--- config.mk ---
export PLATFORM = sky130hd
export DESIGN_NAME = iiravg_mc
export DESIGN_NICKNAME = d
export VERILOG_FILES = /design/src/rtl/iiravg_mc.sv
export SDC_FILE = /design/constraint.sdc
export NUM_CORES = 1
export LEC_CHECK = 0
export CORE_MARGIN = 2
export CORE_UTILIZATION = 60
export CTS_BUF_LIST = sky130_fd_sc_hd__clkbuf_4
export DETAILED_ROUTE_END_ITERATION = 10
export GPL_ROUTABILITY_DRIVEN = 0
export PLACE_DENSITY = 0.79
export SLEW_MARGIN = 15
export SYNTH_ARGS = -nofsm -noshare
export SYNTH_HDL_FRONTEND = slang
export SYNTH_SLANG_ARGS = --single-unit
--- constraint.sdc ---
create_clock -name i_clk -period 10.49 [get_ports i_clk]
set_input_delay 2.098 -clock i_clk [delete_from_list [all_inputs] [get_ports i_clk]]
set_output_delay 2.098 -clock i_clk [all_outputs]
set_load 0.005 [all_outputs]
--- src/rtl/iiravg_mc.sv ---
// iiravg_mc -- time-multiplexed, multi-channel, single-pole recursive averager.
//
//   avg[c] <= avg[c] + ((x - avg[c]) >>> lgalpha)
//
// One subtract/shift/add datapath serves NCHAN channels whose averages live
// in a small state RAM. Each input sample is left-justified into AW bits, so
// there are MAXLG fractional guard bits below the output LSB. The first sample
// of a channel, or any sample with lgalpha == 0, loads the average directly.
// Latency is fixed at 2 cycles. Back-to-back samples on one channel are handled
// by forwarding the stage-2 result into stage 1.
//
// Ports:
//   i_clk      clock
//   i_reset    synchronous, active-high reset
//   i_valid    input sample strobe (at most one sample per cycle)
//   i_chan     channel index of i_data
//   i_data     signed input sample
//   i_lgalpha  smoothing shift, sampled with i_valid, clamped to MAXLG
//   o_valid    output strobe, 2 cycles after i_valid
//   o_chan     channel of o_data
//   o_data     updated average, top OW bits of the accumulator
module iiravg_mc #(
  parameter  int IW    = 16,
  parameter  int OW    = 16,
  parameter  int NCHAN = 4,
  parameter  int MAXLG = 8,
  localparam int LGCH  = $clog2(NCHAN),
  localparam int AW    = ((IW > OW) ? IW : OW) + MAXLG,
  localparam int LGW   = $clog2(MAXLG + 1)
) (
  input  logic                   i_clk,
  input  logic                   i_reset,
  input  logic                   i_valid,
  input  logic [LGCH-1:0]        i_chan,
  input  logic signed [IW-1:0]   i_data,
  input  logic [LGW-1:0]         i_lgalpha,
  output logic                   o_valid,
  output logic [LGCH-1:0]        o_chan,
  output logic signed [OW-1:0]   o_data
);

  // Per-channel state
  logic signed [AW-1:0] avg_mem [NCHAN];
  logic [NCHAN-1:0]     primed_q;

  // Stage 1 registers
  logic                 s1_valid_q;
  logic signed [AW-1:0] s1_xa_q, s1_avg_q;
  logic [LGCH-1:0]      s1_chan_q;
  logic [LGW-1:0]       s1_lg_q;
  logic                 s1_primed_q;

  // Stage 1 next-state values
  logic signed [AW-1:0] s1_xa_d, s1_avg_d;
  logic [LGW-1:0]       s1_lg_d;
  logic                 s1_primed_d;
  logic                 fwd;

  // Stage 2 datapath
  logic signed [AW:0]   diff, adj;
  logic signed [AW-1:0] new_avg;
  logic                 unused_adj_msb;

  always_comb begin
    // NOTE: every always_comb output gets a default first so no path can infer a latch.
    s1_xa_d     = {i_data, {(AW-IW){1'b0}}};
    s1_lg_d     = (i_lgalpha > LGW'(MAXLG)) ? LGW'(MAXLG) : i_lgalpha;
    // The older same-channel sample is writing the RAM on this very edge, so
    // its result (and its primed bit) must bypass the stale RAM contents.
    fwd         = s1_valid_q && (s1_chan_q == i_chan);
    s1_avg_d    = fwd ? new_avg : avg_mem[i_chan];
    s1_primed_d = fwd ? 1'b1    : primed_q[i_chan];
  end

  always_comb begin
    // Sign-extended by one bit: the difference of two AW-bit values always fits.
    diff    = {s1_xa_q[AW-1], s1_xa_q} - {s1_avg_q[AW-1], s1_avg_q};
    adj     = diff >>> s1_lg_q;
    // |adj| <= |diff| and adj has the sign of diff, so the sum stays between
    // the old average and xa and cannot overflow AW bits.
    new_avg = s1_avg_q + adj[AW-1:0];
    if (!s1_primed_q || (s1_lg_q == '0)) begin
      new_avg = s1_xa_q;
    end
  end

  assign unused_adj_msb = adj[AW];

  always_ff @(posedge i_clk) begin
    // NOTE: sequential state uses non-blocking assignments only, so every flop samples pre-edge values.
    if (i_reset) begin
      s1_valid_q <= 1'b0;
    end else begin
      s1_valid_q <= i_valid;
    end
    if (i_valid) begin
      s1_xa_q     <= s1_xa_d;
      s1_avg_q    <= s1_avg_d;
      s1_chan_q   <= i_chan;
      s1_lg_q     <= s1_lg_d;
      s1_primed_q <= s1_primed_d;
    end
  end

  // NOTE: the average RAM is deliberately not reset; the cleared primed bits make stale contents unobservable.
  always_ff @(posedge i_clk) begin
    if (s1_valid_q && !i_reset) begin
      avg_mem[s1_chan_q] <= new_avg;
    end
  end

  always_ff @(posedge i_clk) begin
    if (i_reset) begin
      primed_q <= '0;
    end else if (s1_valid_q) begin
      primed_q[s1_chan_q] <= 1'b1;
    end
  end

  always_ff @(posedge i_clk) begin
    if (i_reset) begin
      o_valid <= 1'b0;
      o_chan  <= '0;
      o_data  <= '0;
    end else begin
      o_valid <= s1_valid_q;
      if (s1_valid_q) begin
        o_chan <= s1_chan_q;
        o_data <= new_avg[AW-1 -: OW];
      end
    end
  end

endmodule
==> out/metrics.csv <==
stage,metric,value,unit
outcome,status,completed,
sta,period_share,64.9,%
clocking,cts_sinks,167,
placed_design,post_dp_cell_area,10600,µm²
final_layout,fin_nets,975,
detailed_routing,ant_nets,0,
detailed_routing,wirelength,23.2,mm
global_routing,grt_pass1_vias,6914,
floorplan,ios,44,
yosys,synth_area,9920,µm²
yosys,syn-mean-instance-area,11.3,µm²
sta,rsz0062_at_grt,no,
floorplan,die_x,133,µm
yosys,yosys-top-cells-count,"143 x edfxtp_1, 70 x nand2_1, 67 x nor2_1, 47 x a21oi_1, 45 x inv_1",
clocking,tritoncts,built,
sta,fin_tns_setup,0,ns
clocking,clk_pin_slew,0.14,ns
sta,min_period,6.81,ns
sta,slew_headroom,35.5,%
yosys,synth_ff_type,edfxtp_1,
detailed_routing,via_per_inst,6.44,
yosys,yosysTopAreaCell,edfxtp_1,
final_layout,syn_to_final_growth,8.84,%
global_routing,antenna_found_initial,1,
global_routing,grt_pass1_wl,36.8,mm
clocking,holdBufCountCts,0,
floorplan,die_area,17600,µm²
setup_path,cp.required,10.93,ns
yosys,ys_ff_latch,167,
sta,fmax,147,MHz
yosys,synth.area.top_cells,"edfxtp_1 43%, mux4_2 7.3%, ha_1 5.3%",
yosys,synth-edff-count,143,
setup_path,end_kind,register,
sta,finalSetupViolCount,0,
clocking,clk_latency,0.56,ns
yosys,seq_area_frac_synth,48.1,%
setup_path,crit_path_top_delay_cell,a2111oi_0,
sta,holdWs,0.466,ns
placed_design,placed_cells,1108,
clocking,post_cts_resized,0,
placed_design,io_buffers,43,
global_routing,grt-ovfl-total,0,
final_layout,stdcell_count,1141,
yosys,synth_top_area_share,43.3,%
sta,clock_skew,0.0204,ns
power_and_ir_drop,powerDensity,172,nW/µm²
setup_path,crit_arrival,7.25,ns
detailed_routing,drt_iter0_markers,738,
floorplan,die_y,133,µm
final_layout,drive_gt1_share,11.5,%
detailed_routing,vias,7343,
clocking,h-tree-depth,4,
yosys,netlist-cell-type-count,71,
floorplan,rows,47,
clocking,cts_buffer_depth,2,
yosys,synthArstFlopShare,0,%
yosys,yosys_warnings,0,
clocking,post_cts_buffers,0,
power_and_ir_drop,leakagePower,4.05,nW
detailed_routing,firstDrtPassIters,7,
placed_design,dp_hpwl,16.6,mm
setup_path,crit_type,register to register,
setup_path,crit_buf_inv,0,
setup_path,worstPathCellList,ha_1 > and3_1 > o21ai_0 > nand2_1 > o41ai_1 > xnor2_1 > a221o_1 > or2_2 > mux4_2 > ha_1 > nand3_1 > o2111ai_1 > a2111oi_0 > o31ai_1 > a21boi_0 > xor2_1 > o21ai_0 > mux2_2,
yosys,synthMostInstantiatedCell,edfxtp_1,
setup_path,cp_max_fo,6,
hold_path,hold_class,register to register,
setup_path,startpoint_type,register,
sta,finalMaxSlewViolations,0,
final_layout,design_area,10800,µm²
clocking,cts_buffers,17,
setup_path,max_stage_delay,0.90,ns
detailed_routing,wl_per_cell,20.3,µm
floorplan,start_util,60.7,%
global_routing,grt_max_degree,49,
sta,tightest_slew,0.967,ns
clocking,root_buffer,clkbuf_4,
setup_path,critPathTopFamily,compound AO/OA/AOI/OAI gates,
yosys,synth_nets,948,
detailed_routing,drc,0,
power_and_ir_drop,ir_drop,0.124,mV
yosys,syn_inst,880,
global_routing,grt.total_usage,26.9,%
flow_run,cap_viol_max_count,0,
power_and_ir_drop,p_total,1.86,mW
floorplan,core_area,16300,µm²
sta,hold_viol,0,
## logic make-up after synthesis
| family | Yosys count | share of synthesized area (%) |
|---|---|---|
| buffers and inverters | 95 | 3.70 |
| muxes | 83 | 12.6 |
| DFF | 167 | 48.1 |
| AOI/OAI and AO/OA | 235 | 16.4 |
| adders and majority gates | 43 | 5.50 |
| and+or+nand+nor | 221 | 10.4 |
| xor gates and xnor gates | 36 | 3.18 |
## power by group
part / internal [mW] / switching [mW] / total, mW
combinational: 0.286 / 0.426 / 0.712
sequential: 0.787 / 0.0265 / 0.814
clock: 0.117 / 0.215 / 0.333
total: 1.19 / 0.668 / 1.86
## metal layers
layer	share of wire [%]	GRT usage, %	up-vias
li1	-	-	3451
met1	43	38.7	3519
met2	46	41.6	326
met3	8.1	4.98	47
met4	2.6	8.72	0
met5	0	0	-
## through the flow
stage / setup WS [ns] / util, %
final: 3.68 / 66.0
after global routing: 3.24 / 66.0
after floorplan: 4.82 / -
after detailed placement: 3.91 / 64.5
after CTS: 3.85 / 66.0
after global placement: 4.08 / 64.5
## path summary, 6_finish.rpt
check | start | endpoint | slack [ns] | cells past startpoint
min reg2reg | primed_q[2] | primed_q[2] | 0.47 | 1
min | primed_q[2] | primed_q[2] | 0.47 | 1
max | s1_xa_q[10] | s1_avg_q[21] | 3.68 | 18
max reg2reg | s1_xa_q[10] | s1_avg_q[21] | 3.68 | 18
## registers in the layout, indices dropped and copies added (netlist names)
name	count
s1_lg_q	4
o_valid	1
o_data	16
s1_primed_q	1
s1_chan_q	2
s1_xa_q	16
s1_valid_q	1
s1_avg_q	24
primed_q	4
avg_mem	96
o_chan	2
## cell usage in the layout, fill, tap and decap left out, types with 6 or more instances in the layout
master           synthesis  routed
a21oi_1                 47      47
inv_1                   45      45
o31ai_1                 13      12
a221o_1                  6       6
o211ai_1                 7       7
a211o_1                  7       7
mux4_2                  32      32
o221ai_1                 7       7
mux2i_1                 35      35
nand2_1                 70      70
mux2_2                  15      15
xnor2_1                 26      26
o21ai_0                 38      38
a211oi_1                19      19
buf_4                    0      12
edfxtp_1               143     143
o21a_1                  10      10
nand3_1                 18      18
or2_2                    7       7
clkinv_1                 1       6
clkbuf_4                 0      18
xor2_1                  10      10
clkdlybuf4s50_1          0      41
a31oi_1                 13      13
nor3_1                  14      13
nor2_1                  67      66
a21o_1                  17      17
ha_1                    42      42
nor2b_1                  7       7
dfxtp_1                 24      24
## cell type report
type	count	area (µm²)
Clock inverter	14	109
Tap cell	220	275
Inverter	48	180
Timing Repair Buffer	55	510
Sequential cell	167	4770
Multi-Input combinational cell	618	4810
Clock buffer	18	135
Fill cell	1266	5550
Antenna cell	1	2.50
Note: power is estimated with default switching activity, not from simulation.
